File: config.mk
export PLATFORM = sky130hd
export DESIGN_NAME = bullet_controller
export DESIGN_NICKNAME = d
export VERILOG_FILES = /design/src/rtl/battle_pkg.sv /design/src/rtl/bullet_next_pos.sv /design/src/rtl/bullet_controller.sv
export SDC_FILE = /design/constraint.sdc
export NUM_CORES = 1
export LEC_CHECK = 0
export ABC_AREA = 1
export BUFFER_PORTS_ARGS = -buffer_cell sky130_fd_sc_hd__clkbuf_2
export CORE_MARGIN = 2
export CORE_UTILIZATION = 44
export CTS_CLUSTER_DIAMETER = 150
export CTS_CLUSTER_SIZE = 8
export DETAILED_ROUTE_END_ITERATION = 10
export PLACE_DENSITY_LB_ADDON = 0.2
export SYNTH_ARGS = -nofsm -noshare
export SYNTH_HDL_FRONTEND = slang
export SYNTH_SLANG_ARGS = --single-unit
File: constraint.sdc
create_clock -name Clk -period 4.03 [get_ports Clk]
set_clock_uncertainty 0.2 [all_clocks]
set_input_delay 0.403 -clock Clk [delete_from_list [all_inputs] [get_ports Clk]]
set_output_delay 0.403 -clock Clk [all_outputs]
set_load 0.01 [all_outputs]
File: src/rtl/battle_pkg.sv
// battle_pkg: shared types and field constants for bullet, tank and hit-detection blocks.
`default_nettype none

package battle_pkg;

  typedef enum logic [1:0] {
    INACTIVE  = 2'b00,
    FLYING    = 2'b01,
    EXPLODING = 2'b10
  } bullet_state_t;

  typedef enum logic [1:0] {
    UP    = 2'b00,
    RIGHT = 2'b01,
    DOWN  = 2'b10,
    LEFT  = 2'b11
  } dir_t;

  localparam logic [8:0] FIELD_MAX = 9'd416;
  localparam logic [8:0] TILE_SIZE = 9'd16;

  // Returns {clipped, value}: value forced into [0, hi], clipped set when forcing was needed.
  function automatic logic [9:0] clamp_axis(input logic signed [11:0] v, input logic [8:0] hi);
    if (v < 12'sd0) return {1'b1, 9'd0};
    if (v > $signed({3'b000, hi})) return {1'b1, hi};
    return {1'b0, v[8:0]};
  endfunction

endpackage

`default_nettype wire

File: src/rtl/bullet_next_pos.sv
// bullet_next_pos: steps a position along a direction and clamps the bullet box into the field.
`default_nettype none

module bullet_next_pos
  import battle_pkg::*;
#(
  parameter logic [8:0] Bullet_Size = 9'd4,
  parameter logic [8:0] Field_Max   = FIELD_MAX
) (
  input  logic [9:0] pos_x,
  input  logic [9:0] pos_y,
  input  logic [1:0] dir,
  input  logic [9:0] step,
  output logic [8:0] next_x,
  output logic [8:0] next_y,
  output logic       out_of_field
);

  localparam logic [8:0] LIMIT = Field_Max - Bullet_Size;

  logic signed [11:0] raw_x;
  logic signed [11:0] raw_y;
  logic [9:0]         clamp_x;
  logic [9:0]         clamp_y;

  always_comb begin
    raw_x = $signed({2'b00, pos_x});
    raw_y = $signed({2'b00, pos_y});
    case (dir)
      UP:      raw_y = raw_y - $signed({2'b00, step});
      RIGHT:   raw_x = raw_x + $signed({2'b00, step});
      DOWN:    raw_y = raw_y + $signed({2'b00, step});
      default: raw_x = raw_x - $signed({2'b00, step});
    endcase
    // Both axes are checked so the same block can vet a spawn box near any edge.
    clamp_x = clamp_axis(raw_x, LIMIT);
    clamp_y = clamp_axis(raw_y, LIMIT);
  end

  assign next_x       = clamp_x[8:0];
  assign next_y       = clamp_y[8:0];
  assign out_of_field = clamp_x[9] | clamp_y[9];

endmodule

`default_nettype wire

File: src/rtl/bullet_controller.sv
// bullet_controller: spawns, moves and retires one tank's bullet once per synchronised frame tick.
// Optional refire lockout enabled by defining BULLET_COOLDOWN_EN.
`default_nettype none

module bullet_controller
  import battle_pkg::*;
#(
  parameter logic [8:0] Bullet_Size     = 9'd4,
  parameter logic [8:0] Tank_Size       = TILE_SIZE,
  parameter logic [8:0] Bullet_Speed    = 9'd2,
  parameter logic [8:0] Field_Max       = FIELD_MAX,
  parameter logic [3:0] Explode_Frames  = 4'd8
`ifdef BULLET_COOLDOWN_EN
  ,
  parameter logic [4:0] Cooldown_Frames = 5'd16
`endif
) (
  input  logic       Clk,
  input  logic       Reset_n,
  input  logic       frame_clk,
  input  logic       fire,
  input  logic [8:0] Tank_X,
  input  logic [8:0] Tank_Y,
  input  logic [1:0] Tank_Dir,
  input  logic       hit_bullet,
  input  logic       hit_wall,
  input  logic       hit_tank,
  output logic [8:0] Bullet_X,
  output logic [8:0] Bullet_Y,
  output logic [1:0] Bullet_State,
  output logic [1:0] Bullet_Dir
);

  // Spawn = tank box centred on the perpendicular axis, then pushed REACH along the facing.
  localparam logic [8:0] HALF_OFF = (Tank_Size - Bullet_Size) >> 1;
  localparam logic [8:0] REACH    = Tank_Size - HALF_OFF;

  logic [2:0]    sync_q, sync_d;
  logic          frame_tick;
  bullet_state_t state_q, state_d;
  logic [1:0]    dir_q, dir_d;
  logic [8:0]    x_q, x_d;
  logic [8:0]    y_q, y_d;
  logic [3:0]    explode_cnt_q, explode_cnt_d;
  logic          fire_pending_q, fire_pending_d;
  logic          spawn_ok;
`ifdef BULLET_COOLDOWN_EN
  logic [4:0]    cooldown_q, cooldown_d;
`endif

  logic [9:0] spawn_base_x;
  logic [9:0] spawn_base_y;
  logic [8:0] spawn_x, spawn_y;
  logic       spawn_oof;
  logic [8:0] move_x, move_y;
  logic       move_oof;

  assign spawn_base_x = {1'b0, Tank_X} + {1'b0, HALF_OFF};
  assign spawn_base_y = {1'b0, Tank_Y} + {1'b0, HALF_OFF};

  bullet_next_pos #(
    .Bullet_Size (Bullet_Size),
    .Field_Max   (Field_Max)
  ) u_spawn_pos (
    .pos_x        (spawn_base_x),
    .pos_y        (spawn_base_y),
    .dir          (Tank_Dir),
    .step         ({1'b0, REACH}),
    .next_x       (spawn_x),
    .next_y       (spawn_y),
    .out_of_field (spawn_oof)
  );

  bullet_next_pos #(
    .Bullet_Size (Bullet_Size),
    .Field_Max   (Field_Max)
  ) u_move_pos (
    .pos_x        ({1'b0, x_q}),
    .pos_y        ({1'b0, y_q}),
    .dir          (dir_q),
    .step         ({1'b0, Bullet_Speed}),
    .next_x       (move_x),
    .next_y       (move_y),
    .out_of_field (move_oof)
  );

  assign frame_tick = sync_q[1] & ~sync_q[2];

  always_comb begin
    sync_d         = {sync_q[1:0], frame_clk};
    state_d        = state_q;
    dir_d          = dir_q;
    x_d            = x_q;
    y_d            = y_q;
    explode_cnt_d  = explode_cnt_q;
    fire_pending_d = frame_tick ? 1'b0 : (fire_pending_q | fire);
`ifdef BULLET_COOLDOWN_EN
    cooldown_d     = cooldown_q;
    // The tick that brings the counter to zero is the first one allowed to spawn.
    spawn_ok       = (cooldown_q <= 5'd1);
`else
    spawn_ok       = 1'b1;
`endif

    if (frame_tick) begin
      case (state_q)
        INACTIVE: begin
`ifdef BULLET_COOLDOWN_EN
          if (cooldown_q != 5'd0) cooldown_d = cooldown_q - 5'd1;
`endif
          if ((fire_pending_q | fire) && spawn_ok) begin
            dir_d = Tank_Dir;
            x_d   = spawn_x;
            y_d   = spawn_y;
            if (spawn_oof) begin
              state_d       = EXPLODING;
              explode_cnt_d = Explode_Frames - 4'd1;
            end else begin
              state_d = FLYING;
            end
          end
        end
        FLYING: begin
          if (hit_bullet | hit_wall | hit_tank) begin
            state_d       = EXPLODING;
            explode_cnt_d = Explode_Frames - 4'd1;
          end else begin
            x_d = move_x;
            y_d = move_y;
            if (move_oof) begin
              state_d       = EXPLODING;
              explode_cnt_d = Explode_Frames - 4'd1;
            end
          end
        end
        EXPLODING: begin
          if (explode_cnt_q == 4'd0) begin
            state_d = INACTIVE;
`ifdef BULLET_COOLDOWN_EN
            cooldown_d = Cooldown_Frames;
`endif
          end else begin
            explode_cnt_d = explode_cnt_q - 4'd1;
          end
        end
        default: begin
          state_d = INACTIVE;
`ifdef BULLET_COOLDOWN_EN
          cooldown_d = Cooldown_Frames;
`endif
        end
      endcase
    end
  end

  always_ff @(posedge Clk or negedge Reset_n) begin
    if (!Reset_n) begin
      sync_q         <= 3'b000;
      state_q        <= INACTIVE;
      dir_q          <= 2'b00;
      x_q            <= 9'd0;
      y_q            <= 9'd0;
      explode_cnt_q  <= 4'd0;
      fire_pending_q <= 1'b0;
`ifdef BULLET_COOLDOWN_EN
      cooldown_q     <= 5'd0;
`endif
    end else begin
      sync_q         <= sync_d;
      state_q        <= state_d;
      dir_q          <= dir_d;
      x_q            <= x_d;
      y_q            <= y_d;
      explode_cnt_q  <= explode_cnt_d;
      fire_pending_q <= fire_pending_d;
`ifdef BULLET_COOLDOWN_EN
      cooldown_q     <= cooldown_d;
`endif
    end
  end

  assign Bullet_X     = x_q;
  assign Bullet_Y     = y_q;
  assign Bullet_State = state_q;
  assign Bullet_Dir   = dir_q;

endmodule

`default_nettype wire

# == After elaboration in Yosys (flattened, before gate mapping) ==
# Index checks and enable logic that the tools add are counted.
# Widths: inputs -> output; s select.
# totals
mem_count,0
word_cells,108
out_inout_bits,22
ff_bits,30
latchBits,0
in_bits,27
ramBits,0
romBits,0
# op_classes
multipliers,0
bitwise,7
n_div,0
n_lt_le_gt_ge,8
muxes,51
n_eq_ne,12
shift,0
add_sub_neg,11
n_reduce_logical,12
# op_table
cell,count
$mux 10,16
$pmux 12 s2,4
$gt 12x10->1 const B,4
$lt 12x1->1 const B,4
$mux 9,4
$pmux 9 s2,2
$add 10x4->11 const B,2
$sub 10x4->11 const B,2
$add 9x2->10 const B,2
$add 9x3->10 const B,2
$mux 4,5
$sub 9x2->10 const B,2
$mux 1,13
$pmux 4 s3,1
$mux 2,5
$ne 2x2->1 const B,5
$reduce_and 4->1,2
$eq 2x1->1 const B,3
$eq 2x2->1 const B,3
$logic_not 2->1,3
$pmux 2 s3,1
$reduce_and 6->1,1
$or 1x1->1,5
$logic_not 4->1,1
8 further kinds,9

# == Depth between registers and ports, before layout ==
# depth
depth_word,12
depth_mapped,20

# == Modules after synthesis ==
# From an unflattened synthesis, not the netlist that was laid out.
# hier_totals
cells_unflattened,1247
hier_area_um2,7407.1
# by_module_without_submodules
mod,cells_each,instances,seq_area_each_um2,area_per_inst_um2
bullet_next_pos (u_move_pos),496,1,0.0,2758.9
bullet_next_pos (u_spawn_pos),480,1,0.0,2718.9
bullet_controller,271,1,750.7,1929.4

# == Worst setup path before layout ==
# No wires, ideal clock.
# synth_timing
path_type,in2reg
from,in Tank_Y[2]
to,"reg state_q[1], in the netlist Bullet_State[1]"
path_slack_ns,1.717
path_stages,16
setup_time_ns,0.120
arrival_time_ns,1.993
cell_sequence,inv_1 ha_1 or2_2 nand2_1 nand2_1 nand2_1 nand2_1 nand2_1 nor2_1 nor2_1 nand2_1 nand3_2 nand2_2 nor2_4 nand2_4 a21boi_1
# synth_via
elab_chain_len,12
# synth_rtl
item,line_no,rtl
start: declaration,bullet_controller.sv:23,"input logic [8:0] Tank_Y,"
$add 9x3->10 (*),bullet_controller.sv:59,"assign spawn_base_y = {1'b0, Tank_Y} + {1'b0, HALF_OFF};"
$add 10x4->11 or $sub 10x4->11 (tied branches),"bullet_next_pos.sv:32, bullet_next_pos.sv:30",
$pmux 12 s2 (*),bullet_next_pos.sv:29,case (dir)
$gt 12x10->1,battle_pkg.sv:25,"if (v > $signed({3'b000, hi})) return {1'b1, hi};"
$mux 1 (2 in a row),battle_pkg.sv:25,
$mux 10,battle_pkg.sv:26,"return {1'b0, v[8:0]};"
$mux 10 (*),battle_pkg.sv:25,
$or 1x1->1 (*),bullet_next_pos.sv:42,assign out_of_field = clamp_x[9] | clamp_y[9];
$mux 2 (*),bullet_controller.sv:115,if (spawn_oof) begin
$mux 2 (*),bullet_controller.sv:111,if ((fire_pending_q | fire) && spawn_ok) begin
$pmux 2 s3 (*),bullet_controller.sv:106,case (state_q)
end signal: assignment,bullet_controller.sv:170,state_q <= state_d;
end: declaration,bullet_controller.sv:40,"bullet_state_t state_q, state_d;"
# Every way passes the cells marked *; elsewhere a longest branch is shown, timed or not. The select of a mux whose other input is x is not followed.
# A chain may end at the register's enable or synchronous reset.

# == Worst setup path after layout ==
# layout_timing
from,"reg x_q[1], in the netlist Bullet_X[1]"
to,"reg x_q[0], in the netlist Bullet_X[0]"
# layout_via
elab_chain_len,9
# layout_rtl
item,line_no,rtl
start: declaration,bullet_controller.sv:42,"logic [8:0] x_q, x_d;"
start signal: assignment,bullet_controller.sv:161,x_q <= 9'd0;
start signal: assignment,bullet_controller.sv:172,x_q <= x_d;
$sub 9x2->10 or $add 9x2->10 (tied branches),"bullet_next_pos.sv:33, bullet_next_pos.sv:31",
$pmux 12 s2 (*),bullet_next_pos.sv:29,
$gt 12x10->1,battle_pkg.sv:25,
$mux 1 (2 in a row),battle_pkg.sv:25,
$mux 10,battle_pkg.sv:26,
$mux 10 (*),battle_pkg.sv:25,
$mux 9 (*),bullet_controller.sv:124,if (hit_bullet | hit_wall | hit_tank) begin
$pmux 9 s2 (*),bullet_controller.sv:106,
# Marked as above.

==> results by group <==
GRT
  • Wire length of the first global-routing pass: 15600 µm
  • Met3 usage: 2.81%
  • GRT Total Usage: 21.4%
  • GRT busiest layer: met2
  • Total grt overflow: 0
  • Largest net degree at the start of global routing: 31
  • Initial antenna violation count: 0
  • Global-route met1 utilization: 29.0%
  • Met2 Usage GRT: 36.5%
  • Number of global-route vias before repair: 3648

Worst setup path
  • R2r endpoint: Bullet_X[0]$_DFFE_PN0P_
  • R2R cell count: 16
  • Setup crit end: Bullet_X[0]$_DFFE_PN0P_
  • WP data arrival: ~2.6 ns
  • Slowest-stage cell, CP: dfrtp_1
  • FF-to-FF setup slack: ~1.5 ns
  • Crit. Startpoint: Bullet_X[1]$_DFFE_PN0P_
  • Critical R2R Launch: Bullet_X[1]$_DFFE_PN0P_
  • Endpoint type of the worst setup path: flip-flop
  • Critical path type: reg -> reg
  • Critical Path Start Type: flip-flop
  • Crit-path max FO: 6
  • Crit path required time: 4.00 ns
  • Slowest cell delay on critical path: 0.47 ns
  • Critical path cell sequence: inv_1 > ha_1 > inv_1 > nor2_1 > nand3_1 > nand2_1 > xor2_1 > nand2_1 > inv_2 > nand2_2 > a21boi_2 > nand2_1 > nand2_2 > inv_1 > nand4_1 > nand2_1
  • CP dominant cell by count: nand2_1

Synthesis
  • Sequential fraction of the synthesis area: 21.2%
  • Share of Yosys cell area claimed by the top area cell type: 21.2%
  • Post-synth EDFFs: 0
  • Area leader, netlist: dfrtp_1
  • Synth warnings: 0
  • Synthesized area: about 3500 µm²
  • Synth Instances: approximately 600
  • Yosys cell types: 36
  • Synth top area cells: dfrtp_1 21%, nand2_1 21%, nand3_1 9.3%
  • Syn Nets: 653
  • Post-synthesis sequential element count: 30
  • Top FF cell, synth: dfrtp_1
  • Synthesized area per cell: 5.78 µm²
  • Ys async rst share: 100%

Detailed routing
  • Starting DRC count in detailed routing: 146
  • Drt wl/cell: ~12 µm
  • DR pass1 iterations: 5
  • DR vias: 3875
  • # DRC: 0
  • Vias per cell: 5.06
  • Antenna-violating nets left: 0
  • Routed WL: ~9000 µm

Cells and area
  • Design area: 3980 µm²
  • Core Util, Final: approximately half
  • Final nets: 703
  • P&R area growth vs syn: 12.2%
  • Filler instances: ~860
  • Share of cells above drive strength 1: 16.7%
  • Ant diodes: 0

Placement
  • Post-DP HPWL: 7390 µm
  • Post-place instance area: between 3000 and 4000 µm²
  • Final RePlAce weighted congestion: around 0.89
  • Port buffer count: 48

STA
  • RSZ-0062 raised after global routing: no
  • Final min period: 2.58 ns
  • Final setup violation count: 0
  • Slew HR: 48.3%
  • Slew Viols, Final: 0
  • Worst hold margin: -0.0151 ns
  • Setup TNS: 0 ns
  • Hold Vio Cnt, Final: 25
  • Crit share post-route: ~64%
  • Worst slew pin tran: 0.776 ns
  • Fmax: about 0.39 GHz

Clocking
  • Clock Path Buffers: 2
  • Post-CTS Setup Repair Bufs: 0
  • Clock Tree Root: clkbuf_8
  • CTS buffer count: 5
  • CTS tree: built
  • Worst-path clk slew: 0.07 ns
  • Post-cts sizing count: 0
  • Hold-fix buffers, CTS: 0
  • Clk_lat worst skew: 0.28 ns
  • Clock sink count: 30
  • CTS H-tree lvls: 2

Run
  • Max_cap viols: 0

Power and ir drop
  • Pwr Density: 531 nW/µm²
  • VDD IR-drop max: 0.159 mV
  • Pleak: 2.28 nW

Floorplan
  • Die W: ~94 µm
  • Core area: slightly below 8000 µm²
  • IO Pins: between 40 and 50
  • Die height: around 94 µm
  • Row count: 32
  • Die area: 8790 µm²
  • Initial Util: 45.7%

Outcome
  • Failing checks: negative hold slack
  • Status: finished with violations

Hold path
  • Hold crit path type: in -> async
-- area by class of cell --
class                   count  area (µm²)  share of cell area (%)
repair buffers             49         248                    6.23
multi-input cells         485        2420                    60.8
inverters                  93         349                    8.77
clock buffers               5        68.8                    1.73
flip-flops and latches     30         751                    18.9
clock inverters             2        15.0                   0.377
well taps                 102         128                    3.21
-- cell usage after synthesis (all sizes together) (2+ instances only) --
cell type  instances
nor3               7
o21ai             24
a21oi             30
a21boi             2
buf                3
nand4             12
nand3b            10
inv               92
or2                4
ha                12
and3               2
nor2              71
o211ai             5
clkbuf             3
nand3             69
xor2               8
nand2            219
o21bai             4
dfrtp             30
-- how the worst min path moves through the flow --
stage                        startpoint  slack [ns]  cells past startpoint                        end
global route                  frame_clk        0.02                      1        sync_q[0]$_DFF_PN0_
CTS                             Reset_n        0.03                      1    Bullet_X[6]$_DFFE_PN0P_
floorplan                       Reset_n       -0.09                      0  Bullet_Dir[0]$_DFFE_PN0P_
detailed placement  sync_q[0]$_DFF_PN0_        0.15                      0        sync_q[1]$_DFF_PN0_
global placement    sync_q[0]$_DFF_PN0_        0.16                      0        sync_q[1]$_DFF_PN0_
finish                          Reset_n       -0.02                      1    Bullet_X[8]$_DFFE_PN0P_
-- per-layer routing --
metal	vias up	wire [µm]
met4	0	67
met5	-	0
met1	1745	4380
li1	2052	-
met2	73	4190
met3	5	325
-- sequential cells by signal (all words and copies together) (netlist names) --
register,cells
explode_cnt_q,4
sync_q,3
Bullet_X,9
Bullet_Dir,2
Bullet_Y,9
fire_pending_q,1
Bullet_State,2
-- where the power goes --
| part | switching, W | internal, W |
|---|---|---|
| Sequential | 0.000209 | 0.000422 |
| Clock | 0.000118 | 0.000118 |
| Combinational | 0.000794 | 0.000452 |
-- worst max-delay path: cells and delay by family (launching register included) --
kind | cells | cell delay, ns
and+or+nand+nor | 9 | 0.90
xor gates and xnor gates | 1 | 0.23
DFF | 1 | 0.47
adders and majority gates | 1 | 0.16
buffers and inverters | 4 | 0.33
AOI/OAI and AO/OA | 1 | 0.18
-- cell usage in the layout (no fill, tap or decap), drive strengths merged, types with 2 or more instances in the layout --
master    Yosys  final
a21boi        2      2
a21oi        30     30
and3          2      2
clkbuf        3     53
clkinvlp      0      2
dfrtp        30     30
ha           12     12
inv          92     92
nand2       219    219
nand3        69     69
nand3b       10     10
nand4        12     12
nor2         71     71
nor3          7      7
o211ai        5      5
o21ai        24     24
o21bai        4      4
or2           4      4
xor2          8      8
-- stage by stage --
step / worst slack [ns] / hold slack [ns] / power [W] / instances
after global placement: 1.34 / 0.157 / 0.00185 / 759
after CTS: 1.47 / 0.0268 / 0.00212 / 766
after floorplan: 1.72 / -0.0926 / 0.00150 / 614
after global routing: 1.20 / 0.0206 / 0.00235 / 766
after detailed placement: 1.28 / 0.150 / 0.00187 / 759
final: 1.45 / -0.0151 / 0.00211 / 766
-- cells by family (layout without fill, tap and decap cells) --
kind of cell	Yosys count	count (layout)	share of synthesized area (%)
AOI/OAI and AO/OA	68	68	10.6
xor gates and xnor gates	9	9	2.22
adders and majority gates	12	12	4.23
buffers and inverters	99	149	10.7
DFF	30	30	21.2
and+or+nand+nor	396	396	51.0
Power figures use the tool's default switching activity.
